==> src/rtl/clk_gate_ctrl.sv <==
// rtl/clk_gate_ctrl.sv - clock gate enable controller with wake delay, idle hysteresis and gate-off counter
//
// Purpose: drives the enable of a latch-based clock gate cell for a downstream
// domain. A requester raises req_i and waits for ack_o. After the requester
// releases the domain and busy_i clears, the enable stays up for IDLE_CYCLES
// more cycles before the clock is gated off.
//
// Ports:
//   clk_i      - block clock, rising edge
//   rst_i      - synchronous active-high reset
//   req_i      - requester wants the gated domain clocked
//   busy_i     - gated domain still has work in flight, holds the clock on
//   test_en_i  - DFT override, forces clk_en_o high
//   clk_en_o   - enable to the clock gate cell
//   ack_o      - gated clock stable, requester may proceed
//   gate_cnt_o - saturating count of completed gate-off events

module clk_gate_ctrl #(
    parameter int WAKE_CYCLES = 2,
    parameter int IDLE_CYCLES = 4,
    parameter int CNT_WIDTH   = 8
) (
    input  logic                 clk_i,
    input  logic                 rst_i,
    input  logic                 req_i,
    input  logic                 busy_i,
    input  logic                 test_en_i,
    output logic                 clk_en_o,
    output logic                 ack_o,
    output logic [CNT_WIDTH-1:0] gate_cnt_o
);

    localparam logic [1:0] ST_OFF   = 2'd0;
    localparam logic [1:0] ST_WAKE  = 2'd1;
    localparam logic [1:0] ST_ON    = 2'd2;
    localparam logic [1:0] ST_DRAIN = 2'd3;

    // Wide enough to hold WAKE_CYCLES, and at least one bit when it is 0.
    localparam int              WW        = $clog2(WAKE_CYCLES + 2);
    localparam logic [WW-1:0]   WAKE_LOAD = WW'(WAKE_CYCLES);
    localparam logic [WW-1:0]   WAKE_ONE  = WW'(1);
    localparam logic [7:0]      IDLE_LOAD = 8'(IDLE_CYCLES);
    localparam logic [7:0]      IDLE_ONE  = 8'd1;
    localparam logic [CNT_WIDTH-1:0] CNT_ONE = CNT_WIDTH'(1);

    logic [1:0]           state_q, state_d;
    logic [WW-1:0]        wake_q, wake_d;
    logic [7:0]           idle_q, idle_d;
    logic                 en_q, en_d;
    logic                 ack_q, ack_d;
    logic [CNT_WIDTH-1:0] cnt_q, cnt_d;

    always_comb begin
        state_d = state_q;
        wake_d  = wake_q;
        idle_d  = idle_q;
        cnt_d   = cnt_q;
        ack_d   = 1'b0;

        case (state_q)
            ST_OFF: begin
                // busy_i is deliberately ignored here: only a request wakes the domain.
                if (req_i) begin
                    if (WAKE_CYCLES == 0) begin
                        state_d = ST_ON;
                    end else begin
                        state_d = ST_WAKE;
                        wake_d  = WAKE_LOAD;
                    end
                end
            end
            ST_WAKE: begin
                if (!req_i) begin
                    state_d = ST_DRAIN;
                    idle_d  = IDLE_LOAD;
                end else if (wake_q <= WAKE_ONE) begin
                    // ack is raised by the first ON cycle, giving one more stable cycle.
                    state_d = ST_ON;
                end else begin
                    wake_d = wake_q - WAKE_ONE;
                end
            end
            ST_ON: begin
                if (req_i) begin
                    ack_d = 1'b1;
                end else if (!busy_i) begin
                    state_d = ST_DRAIN;
                    idle_d  = IDLE_LOAD;
                end
            end
            default: begin // ST_DRAIN
                if (req_i) begin
                    // Clock never stopped, so no wake delay is needed.
                    state_d = ST_ON;
                    ack_d   = 1'b1;
                end else if (busy_i) begin
                    idle_d = IDLE_LOAD;
                end else if (idle_q <= IDLE_ONE) begin
                    state_d = ST_OFF;
                    if (cnt_q != {CNT_WIDTH{1'b1}}) begin
                        cnt_d = cnt_q + CNT_ONE;
                    end
                end else begin
                    idle_d = idle_q - IDLE_ONE;
                end
            end
        endcase

        en_d = (state_d != ST_OFF);
    end

    always_ff @(posedge clk_i) begin
        if (rst_i) begin
            state_q <= ST_OFF;
            wake_q  <= '0;
            idle_q  <= '0;
            en_q    <= 1'b0;
            ack_q   <= 1'b0;
            cnt_q   <= '0;
        end else begin
            state_q <= state_d;
            wake_q  <= wake_d;
            idle_q  <= idle_d;
            en_q    <= en_d;
            ack_q   <= ack_d;
            cnt_q   <= cnt_d;
        end
    end

    // The only combinational path: DFT override on top of the registered enable.
    assign clk_en_o   = en_q | test_en_i;
    assign ack_o      = ack_q;
    assign gate_cnt_o = cnt_q;

endmodule

==> config.mk <==
export PLATFORM = sky130hd
export DESIGN_NAME = clk_gate_ctrl
export DESIGN_NICKNAME = d
export VERILOG_FILES = /design/src/rtl/clk_gate_ctrl.sv
export SDC_FILE = /design/constraint.sdc
export NUM_CORES = 1
export LEC_CHECK = 0
export CAP_MARGIN = 20
export CORE_ASPECT_RATIO = 0.6
export CORE_UTILIZATION = 49
export DETAILED_ROUTE_END_ITERATION = 6
export PLACE_DENSITY = 0.74
export SETUP_SLACK_MARGIN = 0.4
export SLEW_MARGIN = 15
export SYNTH_ARGS = -nofsm -noshare
export SYNTH_HDL_FRONTEND = slang
export SYNTH_SLANG_ARGS = --single-unit
==> constraint.sdc <==
create_clock -name clk_i -period 2.51 [get_ports clk_i]
set_input_delay 0.3765 -clock clk_i [delete_from_list [all_inputs] [get_ports clk_i]]
set_output_delay 0.3765 -clock clk_i [all_outputs]
set_load 0.05 [all_outputs]
==> results of run 1 <==
==> layer usage <==
layer / share of wire / track usage
met5: 0 / 0
met4: 0.0025 / 0.0250
met3: 0.047 / 0.0652
met2: 0.48 / 0.341
met1: 0.47 / 0.328
==> power groups by stage <==
stage                     Combinational [mW]  Sequential, mW  Clock (mW)
final                                  0.927           0.520       0.216
after global routing                    1.01           0.529       0.239
after CTS                              0.821           0.515       0.222
after detailed placement               0.776           0.520           0
after global placement                 0.755           0.515           0
after floorplan                        0.603           0.506           0
==> repair_timing <==
| action | in CTS | in global routing |
|---|---|---|
| endpoints found under the setup margin | 9 | 9 |
| buffers inserted | 1 | 6 |
| resized for setup | 5 | 13 |
| pin swaps | 2 | 6 |
==> through the flow <==
stage	total power, mW	cell area (sq um)	setup WS, ns
detailed placement	1.30	1540	-0.0310
finish	1.66	1710	0.300
CTS	1.56	1610	0.330
floorplan	1.11	1340	0.301
global route	1.77	1710	0.242
global placement	1.27	1540	0.0108
==> layout make-up <==
type                       count  area [sq um]  share of cell area
clock buffer                   3          41.3              0.0242
inverter                       9          33.8              0.0198
tap                           32          40.0              0.0235
multi-input combinational    119           883               0.518
timing repair buffer          29           260               0.153
sequential                    22           447               0.262
==> Yosys cell counts <==
master,n,share of area
a211oi_1,2,0.012
a21o_1,2,0.012
a21oi_1,13,0.050
a22o_1,1,0.0067
a22oi_1,1,0.0058
a311o_1,1,0.0077
a31oi_1,1,0.0048
a41o_1,1,0.0077
and3_1,1,0.0048
and3b_1,1,0.0067
buf_1,1,0.0029
buf_2,1,0.0038
clkbuf_1,7,0.020
dfxtp_1,22,0.34
ha_1,8,0.077
inv_1,9,0.026
mux2_1,1,0.0086
mux2i_1,2,0.015
nand2_1,6,0.017
nand2b_1,3,0.014
nand3_1,7,0.027
nand3b_1,1,0.0058
nand4_1,1,0.0048
nand4b_1,2,0.013
nor2_1,10,0.029
nor2b_1,3,0.014
nor3_1,4,0.015
nor4_1,4,0.019
nor4b_1,1,0.0067
nor4bb_1,1,0.0077
o21ai_0,9,0.035
o21bai_1,1,0.0058
o31a_1,1,0.0067
o31ai_1,7,0.040
o41ai_1,3,0.020
or2_0,1,0.0048
or2_2,3,0.014
or3_1,6,0.029
or3b_2,1,0.0067
or4_1,7,0.040
or4_4,1,0.0086
xnor2_1,1,0.0067
==> layout by cell type, fill, tap and decap left out, types with 2 or more instances in the layout <==
cell,count
nand2_1,6
nor3_1,4
dfxtp_2,2
a21oi_1,10
clkbuf_8,3
nand3_1,7
ha_1,7
o31ai_1,7
buf_4,14
o41ai_1,3
nor4_1,2
or3_1,5
inv_1,9
nor2_1,10
dfxtp_1,19
or4_1,4
a21o_1,2
dlymetal6s2s_1,2
o21ai_0,9
clkdlybuf4s50_1,11
a21oi_2,3
nand2b_1,3
nor2b_1,3
or2_2,3
mux2i_1,2
nand4b_1,2
or4_4,4
==> kinds of logic (layout without fill, tap and decap cells) <==
| logic type | count (synthesis) | count (layout) | synth area share |
|---|---|---|---|
| DFF | 22 | 22 | 0.337 |
| buffers and inverters | 18 | 41 | 0.0527 |
| and+or+nand+nor | 64 | 64 | 0.290 |
| adders and majority gates | 8 | 8 | 0.0767 |
| muxes | 3 | 3 | 0.0240 |
| xor gates and xnor gates | 1 | 1 | 0.00671 |
| AOI/OAI and AO/OA | 43 | 43 | 0.213 |
==> worst paths after layout <==
path / slack (ns) / end / startpoint / cells after the start
min: 0.48 / idle_q[1] / idle_q[1] / 2
max: 0.30 / gate_cnt_o[3] / idle_q[4] / 4
max reg2reg: 0.30 / gate_cnt_o[3] / idle_q[4] / 4
min reg2reg: 0.48 / idle_q[1] / idle_q[1] / 2
==> flip-flops by register name, summed over array words and instances, names as in the netlist <==
signal and flops:
ack_o 1, en_q 1, gate_cnt_o 8, idle_q 8, state_q 2, wake_q 2
==> worst max-delay path, delay by kind of cell, from the launching register on <==
kind            cells  cell delay (ns)
simple gates        3             1.64
flops               1             0.34
compound gates      1             0.14
==> metrics, run 1 <==
CTS buffer count=3; max incr delay on CP=between 0.5 and 0.6 ns; clock-pin slew on the worst setup and hold paths=0.08 ns; Net Switching=about 0.70 mW; Setup TNS Final=0 ns; Die X-Extent=68.6 um; Tcrit/Tclk final=0.880; Crit path top cell by count=or4_4; synth warn=0; I/O Buffers=14; CORE AREA=~2500 sq um; Die ar.=2880 sq um; Logic pwr share=0.557; worst-margin pin slew=0.739 ns; largest net degree at the start of global routing=17; CP Max Fanout=6; post-synth net total=172; starting density of the core=0.517; DR pass1 iterations=4; final core utilization=0.676; Die H=42.0 um; final hold vios=0; register area share after synthesis=0.337; share of layout cells above drive strength 1=0.214; Slew Viols, Final=0; Clock Latency Late Sink=around 0.26 ns; Worst setup EP type=flop; sequential fraction of design power=0.313; critical-path cell list=or4_4, or4_4, or4_1, a21oi_2; clock skew=about 0.0030 ns; # diodes=0; Slowest cell on crit path=or4_4; Data arrival, critical path=2.39 ns; nets@finish=197; Setup crit start kind=flop; leakage=approximately 0.60 nW; Syn Area/Cell=8.21 sq um; vias post-DR=around 1,300; Ports=15; vias in the first global route=1,075; clock group share of total power=0.130; Fin Hold WS=0.478 ns; CTS tree=done; Cell Area, Synth=1310 sq um; post-synth cell types=42; # rows=14; first-pass GRT wire length=4840 um; min-delay worst type=flop to flop; status=finished, final reports clean; overall routing resource usage=0.226; Hold Buf Count CTS=0; Clock Tree Root=clkbuf_8; Rel. slew slack=0.505; Max Cap Viol=0; Setup CP Type=flop to flop; HPWL Detailed=2210 um; synth-to-layout area growth=30.7%; Fillers=about 210; grt ovf=0; Placed Instances=204; WL per Instance=~15 um; WL final=3200 um; CTS Sinks=22; number of remaining DRC errors=0; power per cell area=a little under 1000 nW/um^2; post-DR vias/cell=6.07; f_max=453 MHz; Worst EP required=2.69 ns; Non-Filler Instances=214; Worst VDD drop=0.542 mV; Final Wtd Congestion=0.868; Detail Route Antenna Nets=0; endpoints failing setup=0; DRT iter0 DRCs=55; H-tree depth=1; antenna violations before repair=0; fin crit period=roughly 2.2 ns; maximum clock path buffer count=2; Power Internal=0.962 mW; RSZ-0062 raised after global routing=yes; cells after synthesis=159; Switching Fraction=0.422; number of synthesized register bits=22
Note: power is estimated with default switching activity, not from simulation.
==> run 2: changes to the inputs <==
--- a/config.mk
+++ b/config.mk
@@ -7,9 +7,8 @@
 export LEC_CHECK = 0
 export CAP_MARGIN = 20
 export CORE_ASPECT_RATIO = 0.6
-export CORE_UTILIZATION = 49
+export CORE_UTILIZATION = 41
 export DETAILED_ROUTE_END_ITERATION = 6
-export PLACE_DENSITY = 0.74
 export SETUP_SLACK_MARGIN = 0.4
 export SLEW_MARGIN = 15
 export SYNTH_ARGS = -nofsm -noshare
==> metrics, run 2 (synthesized netlist as in run 1, its figures left out) <==
status=finished, final reports clean; Tcrit/Tclk final=0.867 (-0.0135); nets@finish=199 (+1.0%); Fillers=274 (+30%); post-DR vias/cell=5.68 (-6.5%); Die H=45.7 um (+8.9%); HPWL Detailed=2260 um (+2.6%); f_max=460 MHz (+1.6%); grt ovf=0 (unchanged); r2r setup slk=0.33 ns (+0.03 ns); Die X-Extent=74.8 um (+9.0%); vias in the first global route=1,161 (+8.0%); Setup CP Type=flop to flop; leakage=0.611 nW (+1.6%); worst-margin pin slew=0.877 ns (+0.138 ns); most frequent cells in the layout=dfxtp_1, buf_4, clkdlybuf4s50_1; Max Cap Viol=0 (unchanged); antenna violations before repair=0 (unchanged); Worst VDD drop=0.496 mV (-8.3%); min-delay worst type=flop to flop; I/O Buffers=14 (unchanged); CP Max Fanout=3 (-3); first-pass GRT wire length=5210 um (+7.7%); Power Internal=0.951 mW (-1.1%); Setup crit start kind=flop; clock group share of total power=0.131 (about the same); CTS buffer count=3 (unchanged); fin crit period=2.18 ns (-0.0340 ns); Detail Route Antenna Nets=0 (unchanged); Setup TNS Final=0 ns (unchanged); clock skew=0.00440 ns (+0.00144 ns); Area after DPL=1550 sq um (+0.81%); commonest non-fill, non-tap cell in the layout=dfxtp_1; DR pass1 iterations=4 (unchanged); overall routing resource usage=0.203 (-0.0230); Fin Hold WS=0.481 ns (+0.00330 ns); final instance area=1730 sq um (+1.5%); sequential fraction of design power=0.320 (+0.007); H-tree depth=1 (unchanged); starting density of the core=0.443 (-0.0745); Ports=15 (unchanged); Clock Tree Root=clkbuf_8; final core utilization=0.588 (-0.0884); Non-Filler Instances=226 (+5.6%); Clock Latency Late Sink=0.26 ns (about the same); grt met2 use=0.330 (-0.0114); maximum clock path buffer count=2 (unchanged); DRT iter0 DRCs=60 (+9.1%); fin worst setup slack=0.334 ns (+0.0340 ns); Slew Viols, Final=0 (unchanged); vias post-DR=1,283 (-1.2%); number of remaining DRC errors=0 (unchanged); CORE AREA=2950 sq um (+17%); Worst setup EP type=flop; RSZ-0062 raised after global routing=yes; Die ar.=3420 sq um (+19%); r2r startpoint=state_q[0]; WL per Instance=14.4 um (-3.8%); # diodes=0 (unchanged); CTS tree=done; Logic pwr share=0.549 (-0.008); # rows=15 (+1); Worst EP required=2.70 ns (about the same); met3 Resource Use GR=0.0531 (-0.0121); dpl ws=-0.0301 ns (+0.000900 ns); endpoints failing setup=0 (unchanged); clock-pin slew on the worst setup and hold paths=0.07 ns (about the same); final hold vios=0 (unchanged); Tot Pwr=1.62 mW (-2.6%); CTS Sinks=22 (unchanged); Placed Instances=214 (+4.9%); WL final=3260 um (+1.6%); largest net degree at the start of global routing=15 (-2); Rel. slew slack=0.413 (-0.0921); Reg2Reg Depth=6 (+2); power per cell area=935 nW/um^2 (-4.1%); share of layout cells above drive strength 1=0.217 (+0.00311); Hold Startpoint=idle_q[1]; Final Wtd Congestion=0.887 (+2.2%); Data arrival, critical path=2.37 ns (-0.02 ns); Worst Hold End=idle_q[1]; GRT busiest layer=met2; synth-to-layout area growth=32.7%; Switching Fraction=0.413 (-0.00909); Hold Path Cell Cnt=2 (unchanged); Net Switching=0.669 mW (-4.7%); routing usage on met1=0.282 (-0.0465); R2R Path End=gate_cnt_o[4]
[run 2: worst max-delay path by stage]
stage,startpoint,to,slack [ns]
CTS,idle_q[5],gate_cnt_o[4],0.34
global route,state_q[0],gate_cnt_o[4],0.28
global placement,busy_i,gate_cnt_o[5],0.005
floorplan,state_q[0],gate_cnt_o[5],0.30
finish,state_q[0],gate_cnt_o[4],0.33
detailed placement,busy_i,gate_cnt_o[5],-0.03
[run 2: power by group through the flow]
stage / Clock (mW) / Combinational [mW] / Sequential [mW]
after floorplan: 0 / 0.603 / 0.506
after global placement: 0 / 0.779 / 0.520
after detailed placement: 0 / 0.804 / 0.523
after CTS: 0.223 / 0.860 / 0.515
after global routing: 0.235 / 0.988 / 0.534
final: 0.212 / 0.889 / 0.519
[run 2: critical path: stages, from the launching register on]
cell     delay (ns)
dfxtp_4        0.37
ha_4           0.14
or3b_4         0.39
or4_4          0.54
buf_6          0.14
or4_4          0.41
a21oi_2        0.12
[run 2: cell type report]
cell class / instances / area, sq um / share of cell area
Tap cell: 42 / 52.6 / 0.0303
Clock buffer: 3 / 41.3 / 0.0238
Inverter: 9 / 33.8 / 0.0195
Timing Repair Buffer: 31 / 279 / 0.161
Multi-Input combinational cell: 119 / 875 / 0.505
Sequential cell: 22 / 450 / 0.260
[run 2: routing by layer]
layer  up-vias  wire, um
li1        648         -
met1       602      1620
met2        31      1470
met3         2       151
met4         0        12
met5         -         0
[run 2: repair_timing]
| item | 4_1_cts | 5_1_grt |
|---|---|---|
| gates cloned | 0 | 0 |
| pin swaps | 5 | 9 |
| hold buffers | 0 | 0 |
| setup buffers | 5 | 4 |
| gates resized for setup | 5 | 15 |
| setup endpoints to repair | 8 | 8 |
